$ cat src/rtl/direction_frame_decoder.sv
// direction_frame_decoder
// Validates {chk, copy, data} frames against their claimed parity, registers the
// decode in a one-entry stage, then queues the surviving directions in a FIFO.
// A run of ERR_LIMIT undecodable frames moves the block into a sticky FAULT state.
// In FAULT, corrected frames are discarded. Only a clean frame returns the block to RUN.
// Optional feature macro: DIR_DEC_STATS_EN builds the saturating corr/drop counters.
// Without it, both counters read 0 and no counter flops are built.
//
// state    | meaning
// ST_RUN   | normal decode; clean and corrected frames are enqueued
// ST_FAULT | sticky fault; only clean frames are enqueued, and a clean frame exits
module direction_frame_decoder #(
  parameter int unsigned DATA_W    = 3,
  parameter int unsigned DEPTH     = 4,
  parameter int unsigned ERR_LIMIT = 3,
  parameter int unsigned CNT_W     = 8,
  localparam int unsigned FRAME_W  = 2 + 2 * DATA_W
) (
  input  logic               clk,
  input  logic               rst_n,
  input  logic               in_valid,
  output logic               in_ready,
  input  logic [FRAME_W-1:0] in_frame,
  output logic               out_valid,
  input  logic               out_ready,
  output logic [DATA_W-1:0]  out_dir,
  output logic               out_corrected,
  output logic               fault,
  output logic [CNT_W-1:0]   corr_cnt,
  output logic [CNT_W-1:0]   drop_cnt
);

  localparam int unsigned AW = (DEPTH > 1) ? $clog2(DEPTH) : 1;
  localparam int unsigned CW = AW + 1;
  localparam int unsigned EW = $clog2(ERR_LIMIT + 1);

  typedef enum logic {ST_RUN, ST_FAULT} state_t;

  state_t            state_q, state_d;
  logic [EW-1:0]     consec_q, consec_d;
  logic              stage_valid_q, stage_valid_d;
  logic [DATA_W-1:0] stage_dir_q, stage_dir_d;
  logic              stage_corr_q, stage_corr_d;
  logic [DATA_W:0]   mem_q [DEPTH];
  logic [DATA_W:0]   mem_d [DEPTH];
  logic [AW-1:0]     wr_ptr_q, wr_ptr_d;
  logic [AW-1:0]     rd_ptr_q, rd_ptr_d;
  logic [CW-1:0]     count_q, count_d;

  logic [1:0]        chk;
  logic [DATA_W-1:0] copy_f;
  logic [DATA_W-1:0] data_f;
  logic              chk_ok, claim, is_clean, is_corr;
  logic              accept, push, pop;
  logic [CW-1:0]     occ;

  assign chk    = in_frame[FRAME_W-1 -: 2];
  assign copy_f = in_frame[2*DATA_W-1 -: DATA_W];
  assign data_f = in_frame[DATA_W-1:0];

  // chk 11 claims odd parity, 00 claims even; mixed codes can never validate
  assign chk_ok   = (chk[1] == chk[0]);
  assign claim    = chk[1];
  assign is_clean = chk_ok & ((^data_f) == claim);
  assign is_corr  = chk_ok & ~is_clean & ((^copy_f) == claim);

  // space is judged on registered occupancy only, so a pop frees room a cycle later
  assign occ       = count_q + CW'(stage_valid_q);
  assign in_ready  = (occ < CW'(DEPTH));
  assign accept    = in_valid & in_ready;
  assign out_valid = (count_q != '0);
  assign push      = stage_valid_q;
  assign pop       = out_valid & out_ready;
  assign fault     = (state_q == ST_FAULT);

  assign out_dir       = out_valid ? mem_q[rd_ptr_q][DATA_W-1:0] : '0;
  assign out_corrected = out_valid & mem_q[rd_ptr_q][DATA_W];

  // decode classification, fault FSM next state and stage load
  always_comb begin
    state_d       = state_q;
    consec_d      = consec_q;
    stage_valid_d = 1'b0;
    stage_dir_d   = stage_dir_q;
    stage_corr_d  = stage_corr_q;
    if (accept) begin
      if (is_clean) begin
        consec_d      = '0;
        state_d       = ST_RUN;
        stage_valid_d = 1'b1;
        stage_dir_d   = data_f;
        stage_corr_d  = 1'b0;
      end else if (is_corr) begin
        consec_d = '0;
        if (state_q == ST_RUN) begin
          stage_valid_d = 1'b1;
          stage_dir_d   = copy_f;
          stage_corr_d  = 1'b1;
        end
      end else begin
        if (consec_q != EW'(ERR_LIMIT)) consec_d = consec_q + EW'(1);
        if (consec_q >= EW'(ERR_LIMIT - 1)) state_d = ST_FAULT;
      end
    end
  end

  // FIFO write from the stage, read on consumer handshake
  always_comb begin
    mem_d = mem_q;
    if (push) mem_d[wr_ptr_q] = {stage_corr_q, stage_dir_q};
    wr_ptr_d = wr_ptr_q + AW'(push);
    rd_ptr_d = rd_ptr_q + AW'(pop);
    count_d  = count_q + CW'(push) - CW'(pop);
  end

  // state, stage and FIFO registers
  always_ff @(posedge clk or negedge rst_n) begin
    if (!rst_n) begin
      state_q       <= ST_RUN;
      consec_q      <= '0;
      stage_valid_q <= 1'b0;
      stage_dir_q   <= '0;
      stage_corr_q  <= 1'b0;
      wr_ptr_q      <= '0;
      rd_ptr_q      <= '0;
      count_q       <= '0;
      for (int i = 0; i < int'(DEPTH); i++) mem_q[i] <= '0;
    end else begin
      state_q       <= state_d;
      consec_q      <= consec_d;
      stage_valid_q <= stage_valid_d;
      stage_dir_q   <= stage_dir_d;
      stage_corr_q  <= stage_corr_d;
      wr_ptr_q      <= wr_ptr_d;
      rd_ptr_q      <= rd_ptr_d;
      count_q       <= count_d;
      mem_q         <= mem_d;
    end
  end

`ifdef DIR_DEC_STATS_EN
  logic [CNT_W-1:0] corr_cnt_q, corr_cnt_d;
  logic [CNT_W-1:0] drop_cnt_q, drop_cnt_d;
  logic             corr_ev, drop_ev;

  // a corrected frame seen in FAULT counts as a drop, not a correction
  assign corr_ev = accept & is_corr & (state_q == ST_RUN);
  assign drop_ev = accept & ~is_clean & ~corr_ev;

  // saturating statistics
  always_comb begin
    corr_cnt_d = corr_cnt_q;
    drop_cnt_d = drop_cnt_q;
    if (corr_ev && (corr_cnt_q != '1)) corr_cnt_d = corr_cnt_q + CNT_W'(1);
    if (drop_ev && (drop_cnt_q != '1)) drop_cnt_d = drop_cnt_q + CNT_W'(1);
  end

  // statistics registers
  always_ff @(posedge clk or negedge rst_n) begin
    if (!rst_n) begin
      corr_cnt_q <= '0;
      drop_cnt_q <= '0;
    end else begin
      corr_cnt_q <= corr_cnt_d;
      drop_cnt_q <= drop_cnt_d;
    end
  end

  assign corr_cnt = corr_cnt_q;
  assign drop_cnt = drop_cnt_q;
`else
  assign corr_cnt = '0;
  assign drop_cnt = '0;
`endif

endmodule

$ cat config.mk
export PLATFORM = sky130hd
export DESIGN_NAME = direction_frame_decoder
export DESIGN_NICKNAME = d
export VERILOG_FILES = /design/src/rtl/direction_frame_decoder.sv
export SDC_FILE = /design/constraint.sdc
export NUM_CORES = 1
export LEC_CHECK = 0
export CORE_ASPECT_RATIO = 0.5
export CORE_MARGIN = 10
export CORE_UTILIZATION = 30
export DETAILED_ROUTE_END_ITERATION = 16
export SYNTH_ARGS = -nofsm -noshare
export SYNTH_HDL_FRONTEND = slang
export SYNTH_SLANG_ARGS = --single-unit
$ cat constraint.sdc
create_clock -name clk -period 2.77 [get_ports clk]
set_input_delay 0.554 -clock clk [delete_from_list [all_inputs] [get_ports clk]]
set_output_delay 0.554 -clock clk [all_outputs]
set_load 0.02 [all_outputs]
==> impl_metrics.env <==
export IMPL_gp_congestion=0.704
export IMPL_yosysWarnings=0
export IMPL_grt_max_degree=32
export IMPL_slew_headroom_pct=56.1
export IMPL_setup_tns_final_ps=0
export IMPL_cts_root_buffer="clkbuf_8"
export IMPL_vias=982
export IMPL_fin_crit_ps=2560
export IMPL_dp_hpwl_microns=2320
export IMPL_fin_crit_sh_pct=92.5
export IMPL_grt_use_total_pct=6.84
export IMPL_rsz0062_at_grt="false"
export IMPL_final_core_util_pct=36.7
export IMPL_ctsResizeCount=0
export IMPL_final_nets=172
export IMPL_worstHoldPathCells=1
export IMPL_holdPathEnd="mem_q[5]$_DFFE_PN0P_"
export IMPL_switching_share_pct=34.0
export IMPL_skew_ps=9.13
export IMPL_pwr_share_seq_pct=42.0
export IMPL_avgSynthCellArea_sq_um=13.4
export IMPL_power_internal_mw=1.32
export IMPL_ys_seq_area_share_pct=46.2
export IMPL_fmax_mhz=390
export IMPL_antenna_found_initial=0
export IMPL_drtPass1Iterations=2
export IMPL_antenna_left=0
export IMPL_reg2reg_depth=7
export IMPL_comb_power_share_pct=41.3
export IMPL_path_clk_slew_ps=60
export IMPL_slowest_stage="clkdlybuf4s50_1"
export IMPL_reg2reg_from="push$_DFF_PN0_"
export IMPL_arrival_ps=2010
export IMPL_clock_latency_ps=280
export IMPL_drt_wirelength_per_cell_microns=13.1
export IMPL_die_height_microns=72.9
export IMPL_syn_inst=125
export IMPL_worst_setup_path_type="reg2out"
export IMPL_switchingPower_uw=682
export IMPL_cts_hold_buf=0
export IMPL_critPathBufInv=1
export IMPL_numClockSinks=31
export IMPL_yosys_register_bits=31
export IMPL_peakVddDrop_v=0.000295
export IMPL_dieArea_sq_mm=0.00918
export IMPL_leakagePower_nw=0.910
export IMPL_totalWireLength_microns=2970
export IMPL_drive_above_1_share_pct=24.8
export IMPL_overflow=0
export IMPL_ios=35
export IMPL_n_antenna_cell=0
export IMPL_htreeDepth=2
export IMPL_crit_chain="mux4_2 -> nor2b_1 -> clkdlybuf4s50_1"
export IMPL_syn_area_sq_mm=0.00168
export IMPL_vias_per_cell=4.35
export IMPL_yosys_cell_types_count=31
export IMPL_reg2reg_to="stage_dir_q[0]$_DFFE_PN0P_"
export IMPL_min_path_type="reg2reg"
export IMPL_regToRegSetupSlack_ps=680
export IMPL_setup_viol=0
export IMPL_crit_required_ps=2220
export IMPL_pwr_density_cell_mw_per_mm2=1010
export IMPL_postCtsSetupRepairBufs=0
export IMPL_coreArea_sq_mm=0.00544
export IMPL_start_kind="flop"
export IMPL_slew_violations=0
export IMPL_startpoint="rd_ptr_q[0]$_DFF_PN0_"
export IMPL_cts_buffer_depth=2
export IMPL_cts_tree="yes"
export IMPL_power_frac_clock_pct=16.7
export IMPL_path_delay_family="buffers and inverters"
export IMPL_end_kind="output pin"
export IMPL_slowest_delay_ps=540
export IMPL_status="complete, no violations"
export IMPL_syn2layout_area_growth_pct=18.8
export IMPL_rows=19
export IMPL_die_x_microns=126
export IMPL_grt_pass1_vias=1050
export IMPL_drt_iter0_drc=67
export IMPL_hold_start="mem_q[5]$_DFFE_PN0P_"
export IMPL_drc=0
export IMPL_worstMarginPinSlew_ps=658
export IMPL_numCtsBuffers=5
export IMPL_cap_violations=0
export IMPL_initial_core_util_pct=30.9
export IMPL_grt_pass1_wl_microns=5090
export IMPL_crit_fanout=5
export IMPL_portBuffers=18
export IMPL_hold_violations=0
-- how the worst max path moves through the flow --
| stage | depth (start not counted) | endpoint | slack, ps |
|---|---|---|---|
| detailed placement | 5 | stage_dir_q[1]$_DFFE_PN0P_ | 160 |
| floorplan | 6 | stage_dir_q[0]$_DFFE_PN0P_ | 480 |
| finish | 3 | out_dir[1] | 210 |
| CTS | 3 | out_dir[1] | 170 |
| global placement | 5 | stage_dir_q[0]$_DFFE_PN0P_ | 210 |
| global route | 3 | out_dir[1] | 80 |
-- layout by cell type (no fill, tap or decap), types with 2 or more instances in the layout --
master	instances
dfrtp_1	31
clkdlybuf4s50_1	18
mux2_2	16
conb_1	16
ha_1	8
inv_1	7
nor2b_1	5
clkbuf_8	5
mux4_2	4
nand3b_1	3
mux2_1	3
mux2_4	3
buf_4	3
xnor2_1	2
xor2_1	2
nand2_1	2
nor2_1	2
or3_1	2
o22ai_1	2
nor3b_1	2
o21a_1	2
-- synthesized netlist by cell type, drive strengths merged --
cell / count / area (sq um)
nor2b: 5 / 31.3
mux4: 4 / 90.1
nand3: 1 / 5.00
a31oi: 1 / 6.26
xnor2: 2 / 17.5
o21a: 2 / 15.0
nor3b: 2 / 15.0
or3: 2 / 12.5
or2: 1 / 6.26
o22ai: 3 / 32.5
mux2: 22 / 259
dfrtp: 31 / 776
nor2: 2 / 7.51
conb: 1 / 3.75
nor3: 1 / 5.00
ha: 8 / 100
and3: 1 / 7.51
nand3b: 3 / 22.5
nor4: 1 / 6.26
mux2i: 2 / 36.3
xor3: 1 / 25.0
inv: 7 / 26.3
xor2: 2 / 17.5
and2: 1 / 6.26
nand2: 2 / 7.51
xnor3: 1 / 22.5
buf: 16 / 120
-- cells by family (layout without fill, tap and decap cells) --
kind of cell | after synthesis | after routing | synth area share [%]
buffers and inverters | 23 | 36 | 8.71
and+or+nand+nor | 22 | 22 | 7.89
muxes | 28 | 28 | 22.9
AOI/OAI and AO/OA | 6 | 6 | 3.20
DFF | 31 | 31 | 46.2
other | 1 | 16 | 0.223
adders and majority gates | 8 | 8 | 5.96
xor gates and xnor gates | 6 | 6 | 4.91
-- through the flow --
step / cell area [sq um] / std cells / hold slack (ps) / worst slack [ps] / total power [mW]
after detailed placement: 1910 / 218 / 493 / 164 / 1.70
after global routing: 2000 / 226 / 522 / 81.7 / 2.16
final: 2000 / 226 / 505 / 207 / 2.01
after global placement: 1910 / 218 / 484 / 209 / 1.67
after CTS: 2000 / 226 / 508 / 167 / 2.04
after floorplan: 1740 / 140 / 258 / 480 / 1.39
-- cell type report --
class	instances	area, sq um
multi-input combinational	86	815
tap	73	91.3
timing repair buffer	21	203
inverter	7	26.3
fill	530	3450
clock inverter	2	12.5
clock buffer	6	72.6
sequential	31	776
-- routing by layer --
layer | part of all wire [%] | vias to the layer above | routed length (microns) | global-route usage, %
met2 | 45 | 29 | 1340 | 10.7
met1 | 46 | 491 | 1370 | 7.88
met3 | 7.5 | 2 | 222 | 3.12
li1 | - | 460 | - | -
met5 | 0 | - | 0 | 0
met4 | 1.0 | 0 | 31 | 3.39
-- power by group through the flow --
stage	Combinational, mW	Clock, mW	Sequential [mW]
after floorplan	0.593	0	0.801
after global placement	0.824	0	0.843
after detailed placement	0.843	0	0.852
after CTS	0.845	0.346	0.846
after global routing	0.907	0.369	0.879
final	0.828	0.335	0.843
-- registers in the layout, indices dropped and copies added (netlist names) --
register,count
push,1
wr_ptr_q,2
stage_corr_q,1
mem_q,16
consec_q,2
fault,1
count_q,3
stage_dir_q,3
rd_ptr_q,2
Power figures use the tool's default switching activity.
